[src/rtl/lane_arbiter_8b.sv]
// lane_arbiter_8b
//   Round-robin arbiter that shares one 8b->32b word packer between
//   NUM_LANES byte sources. A grant is held for BYTES_PER_WORD consecutive
//   bytes so a packed word never mixes lanes. Runs in the clk_4f domain.
//
// Ports
//   clk_4f      byte-rate clock
//   reset       synchronous, active-high reset
//   lane_valid  per-lane byte valid
//   lane_data   lane i byte on bits [8i+7:8i]
//   lane_ready  one-hot registered grant (byte taken when ready && valid)
//   valid_out   byte valid to packer
//   data_out    byte to packer
//   lane_sel    lane index of the byte on data_out
//   word_done   1-cycle pulse with the last byte of a complete word
//   word_abort  1-cycle pulse when the granted lane drops valid mid-word
//
// Build option
//   FIXED_PRIO_EN  when defined, every search starts at lane 0 (lowest index
//                  wins) instead of at the round-robin pointer.

module lane_arbiter_8b #(
  parameter int NUM_LANES      = 4,
  parameter int BYTES_PER_WORD = 4,
  parameter int SEL_W          = 2
) (
  input  logic                   clk_4f,
  input  logic                   reset,
  input  logic [NUM_LANES-1:0]   lane_valid,
  input  logic [NUM_LANES*8-1:0] lane_data,
  output logic [NUM_LANES-1:0]   lane_ready,
  output logic                   valid_out,
  output logic [7:0]             data_out,
  output logic [SEL_W-1:0]       lane_sel,
  output logic                   word_done,
  output logic                   word_abort
);

  localparam int CNT_W = (BYTES_PER_WORD > 1) ? $clog2(BYTES_PER_WORD) : 1;
  localparam logic [CNT_W-1:0] CNT_LAST = CNT_W'(BYTES_PER_WORD - 1);

`ifdef FIXED_PRIO_EN
  localparam bit FIXED_PRIO = 1'b1;
`else
  localparam bit FIXED_PRIO = 1'b0;
`endif

  typedef enum logic {
    IDLE,
    GRANT
  } state_t;

  state_t               state_q, state_d;
  logic [SEL_W-1:0]     gnt_q, gnt_d;
  logic [CNT_W-1:0]     cnt_q, cnt_d;
  logic [SEL_W-1:0]     ptr_q, ptr_d;
  logic [NUM_LANES-1:0] ready_q, ready_d;
  logic                 vout_q, vout_d;
  logic [7:0]           dout_q, dout_d;
  logic [SEL_W-1:0]     sel_q, sel_d;
  logic                 done_q, done_d;
  logic                 abort_q, abort_d;

  logic [SEL_W:0]       srch_idle;
  logic [SEL_W:0]       srch_wrap;
  logic [SEL_W-1:0]     gnt_next;

  function automatic logic [SEL_W-1:0] next_lane(input logic [SEL_W-1:0] l);
    return (int'(l) == NUM_LANES - 1) ? '0 : l + SEL_W'(1);
  endfunction

  // Returns {found, index} of the first valid lane at or after start,
  // wrapping modulo NUM_LANES.
  function automatic logic [SEL_W:0] search(input logic [NUM_LANES-1:0] v,
                                            input logic [SEL_W-1:0]     start);
    logic             found;
    logic [SEL_W-1:0] idx;
    logic [SEL_W-1:0] cand;
    found = 1'b0;
    idx   = '0;
    cand  = start;
    for (int unsigned k = 0; k < NUM_LANES; k++) begin
      if (!found && v[cand]) begin
        found = 1'b1;
        idx   = cand;
      end
      cand = next_lane(cand);
    end
    return {found, idx};
  endfunction

  always_ff @(posedge clk_4f) begin
    if (reset) begin
      state_q <= IDLE;
      gnt_q   <= '0;
      cnt_q   <= '0;
      ptr_q   <= '0;
      ready_q <= '0;
      vout_q  <= 1'b0;
      dout_q  <= '0;
      sel_q   <= '0;
      done_q  <= 1'b0;
      abort_q <= 1'b0;
    end else begin
      state_q <= state_d;
      gnt_q   <= gnt_d;
      cnt_q   <= cnt_d;
      ptr_q   <= ptr_d;
      ready_q <= ready_d;
      vout_q  <= vout_d;
      dout_q  <= dout_d;
      sel_q   <= sel_d;
      done_q  <= done_d;
      abort_q <= abort_d;
    end
  end

  always_comb begin
    state_d  = state_q;
    gnt_d    = gnt_q;
    cnt_d    = cnt_q;
    ptr_d    = ptr_q;
    ready_d  = ready_q;
    vout_d   = 1'b0;
    dout_d   = dout_q;
    sel_d    = sel_q;
    done_d   = 1'b0;
    abort_d  = 1'b0;
    gnt_next = next_lane(gnt_q);

    // Both searches use this cycle's lane_valid; the wrap search lets the
    // next grant land on the same edge as the last byte, so back-to-back
    // words carry no bubble.
    srch_idle = search(lane_valid, FIXED_PRIO ? '0 : ptr_q);
    srch_wrap = search(lane_valid, FIXED_PRIO ? '0 : gnt_next);

    case (state_q)
      IDLE: begin
        if (srch_idle[SEL_W]) begin
          ready_d = NUM_LANES'(1) << srch_idle[SEL_W-1:0];
          gnt_d   = srch_idle[SEL_W-1:0];
          state_d = GRANT;
        end else begin
          ready_d = '0;
        end
      end

      GRANT: begin
        if (lane_valid[gnt_q]) begin
          vout_d = 1'b1;
          dout_d = lane_data[{gnt_q, 3'b000} +: 8];
          sel_d  = gnt_q;
          if (cnt_q == CNT_LAST) begin
            done_d = 1'b1;
            cnt_d  = '0;
            ptr_d  = gnt_next;
            if (srch_wrap[SEL_W]) begin
              ready_d = NUM_LANES'(1) << srch_wrap[SEL_W-1:0];
              gnt_d   = srch_wrap[SEL_W-1:0];
            end else begin
              ready_d = '0;
              state_d = IDLE;
            end
          end else begin
            cnt_d = cnt_q + CNT_W'(1);
          end
        end else begin
          // Dropping valid before any byte of the word is a plain release;
          // dropping it part-way through reports an abort.
          abort_d = (cnt_q != '0);
          cnt_d   = '0;
          ptr_d   = gnt_next;
          ready_d = '0;
          state_d = IDLE;
        end
      end

      default: begin
        ready_d = '0;
        state_d = IDLE;
      end
    endcase
  end

  assign lane_ready = ready_q;
  assign valid_out  = vout_q;
  assign data_out   = dout_q;
  assign lane_sel   = sel_q;
  assign word_done  = done_q;
  assign word_abort = abort_q;

endmodule

[config.mk]
export PLATFORM = sky130hd
export DESIGN_NAME = lane_arbiter_8b
export DESIGN_NICKNAME = d
export VERILOG_FILES = /design/src/rtl/lane_arbiter_8b.sv
export SDC_FILE = /design/constraint.sdc
export NUM_CORES = 1
export LEC_CHECK = 0
export CAP_MARGIN = 20
export CORE_MARGIN = 4
export CORE_UTILIZATION = 55
export CTS_BUF_LIST = sky130_fd_sc_hd__clkbuf_16
export DETAILED_ROUTE_END_ITERATION = 6
export DONT_BUFFER_PORTS = 1
export PLACE_DENSITY = 0.8
export SLEW_MARGIN = 5
export SYNTH_ARGS = -nofsm -noshare
export SYNTH_HDL_FRONTEND = slang
export SYNTH_SLANG_ARGS = --single-unit
[constraint.sdc]
create_clock -name clk_4f -period 3.2 [get_ports clk_4f]
set_clock_uncertainty 0.2 [all_clocks]
set_input_delay 0.16 -clock clk_4f [delete_from_list [all_inputs] [get_ports clk_4f]]
set_output_delay 0.16 -clock clk_4f [all_outputs]
set_load 0.02 [all_outputs]
==> results.toml <==
[synth]
synth-edff-count = 0
synth_ff_type = "dfxtp_1"
syn_nets = 242
synthesis.area_um2 = 1618
synth_area_per_cell_um2 = 8.089
async_flop_share = 0
ys_seq_area_frac = 0.2970
ys_types = 38
ys_warn_count = 0
synth_seq_cells = 24
syn_inst = 200

[drt]
wl_met3_um = 212
via_per_inst = 6.156
route.met2.wl_mm = 2.009
dr.pass1.iters = 4
topRoutingLayerUsed = "met4"
ant_nets = 0
drt_iter0_markers = 88
routedLengthMet1_mm = 1.572
wl_mm = 3.884
wl_per_cell_um = 17.26
drc = 0
routed-via-count = 1385

[outcome]
status = "finished clean"

[floorplanning]
std_cell_rows = 19
die_w_um = 62.24
die_area_um2 = 3873
initial_core_util = 0.5816
die_h_um = 62.24
num_io_pins = 55
core_area_um2 = 2781

[clock_tree]
cts_tree = "built"
insertion_delay_ps = 250
cts_resized = 0
path_clk_slew_ps = 60
cts_buffers = 3
cts-htree-levels = 1
cts.sinks = 24
clk_path_buf_depth = 2
cts-root-buf = "clkbuf_16"

[final_layout]
layout_commonest_cell = "nand2_1"
drive_above_1_share = 0.1186
area.growth.synth_to_final_pct = 5.800
n_antenna_cell = 0
layout_common_cells = "nand2_1 (30), nor2_1 (26), a21oi_1 (26), dfxtp_1 (24), inv_1 (10)"
final_nets = 238
fin_util = 0.6154

[global_route]
antenna_found_initial = 0
grt_overflow = 0
grt_max_degree = 25
grt_pass1_wl_mm = 6.555
grt_pass1_vias = 1388
track_usage = 0.2038

[timing]
finalSetupTns_ps = 0
max_freq_mhz = 387.7
tightest_slew_ps = 908.0
maxSlewViolCount = 0
hold_viol = 0
finalSetupViolCount = 0
min_period_ps = 2579
rsz0062_at_grt = "false"
finalCritPeriodShare = 0.8061
slew_headroom = 0.3927
layout_setup_ws_ps = 620.6

[job]
cap_violations = 0

[pwr]
p_leak_nw = 0.6107
intPower_mw = 0.7132
seqPwrFrac = 0.379
clkPwrFrac = 0.232
ir_worst_vdd_v = 0.0004857
combPwrFrac = 0.388
power_density_nw_per_um2 = 660.5
switchingPower_mw = 0.4174
swShare = 0.3692

[setup_path]
critical_path_required_ps = 3170
start_kind = "flop"
cp_max_fo = 7
cp_data_arrival_time_ps = 2550
endpoint_kind = "flop"
critical_path_class = "flop to flop"

[place]
portBuffers = 0
dpl.hpwl_mm = 2.974
routabilityCongestion = 0.8375
pre_cts_ws_ps = 642.8

[min_path]
min_path_type = "input pin to flop"
-- timing repair --
item	in CTS	in global routing
hold buffers	1	0
buffers inserted	0	0
endpoints found under the hold margin	24	0
-- routing by layer --
metal  vias up  track usage
li1        695            -
met1       634       0.2483
met2        48       0.3484
met3         8      0.04144
met4         0      0.07859
met5         -            0
-- logic make-up after synthesis --
logic type	Yosys count	synth area share
flops	24	0.2970
mux	18	0.1825
simple gates	71	0.1872
xor+xnor	1	0.005415
buf+inv	24	0.06032
fa+ha+maj	4	0.03094
compound gates	58	0.2367
-- sequential cells by signal, indices dropped and copies added (netlist names) --
signal,count
data_out,8
lane_ready,4
ptr_q,2
gnt_q,2
word_abort,1
cnt_q,2
valid_out,1
state_q,1
lane_sel,2
word_done,1
-- power groups by stage --
stage	Sequential, mW	Clock, mW	Combinational, mW
after floorplan	0.411	0	0.380
after global placement	0.433	0	0.411
after detailed placement	0.436	0	0.428
after CTS	0.429	0.267	0.436
after global routing	0.435	0.281	0.491
final	0.429	0.263	0.439
-- per-stage QoR --
step / hold WS [ps] / std cells / total power [mW] / area, um2
after floorplan: 26.25 / 200 / 0.7913 / 1618
after detailed placement: 30.15 / 221 / 0.8638 / 1627
after CTS: 63.77 / 225 / 1.132 / 1712
after global placement: 28.51 / 221 / 0.8435 / 1627
final: 71.44 / 225 / 1.131 / 1712
after global routing: 78.77 / 225 / 1.207 / 1712
-- critical path, stage by stage, from the launching register on --
cell and delay [ps]:
dfxtp_1 440, ha_1 220, or2_1 230, mux4_2 560, a211oi_4 280, a211oi_1 160, o22a_1 240, a211oi_2 180
-- Yosys cell counts, types with 2 or more instances --
| cell | n | area share |
|---|---|---|
| inv_1 | 10 | 0.023 |
| nor2_1 | 26 | 0.060 |
| mux2_2 | 2 | 0.014 |
| dfxtp_1 | 24 | 0.30 |
| o31ai_1 | 3 | 0.014 |
| a21oi_1 | 26 | 0.080 |
| nor3_1 | 2 | 0.0062 |
| ha_1 | 4 | 0.031 |
| o22ai_1 | 2 | 0.0077 |
| mux2i_1 | 7 | 0.043 |
| o21ai_0 | 8 | 0.025 |
| mux4_2 | 9 | 0.13 |
| o21a_1 | 3 | 0.014 |
| a211oi_1 | 4 | 0.019 |
| nand2_1 | 30 | 0.070 |
| nand2b_1 | 4 | 0.015 |
| nor2b_1 | 4 | 0.015 |
| clkbuf_1 | 12 | 0.028 |
-- worst paths after layout --
path | startpoint | slack (ps) | to | depth (start not counted)
max | ptr_q[0] | 620 | gnt_q[1] | 7
min | lane_valid[1] | 70 | gnt_q[0] | 4
max reg2reg | ptr_q[0] | 620 | gnt_q[1] | 7
min reg2reg | cnt_q[1] | 290 | cnt_q[1] | 2
-- area by class of cell --
class / count / area, um2
Timing Repair Buffer: 5 / 40.04
Sequential cell: 24 / 480.5
Multi-Input combinational cell: 152 / 1040
Inverter: 10 / 37.54
Clock buffer: 3 / 75.07
Tap cell: 31 / 38.79
Fill cell: 231 / 1070
(Power assumes the default switching activity.)
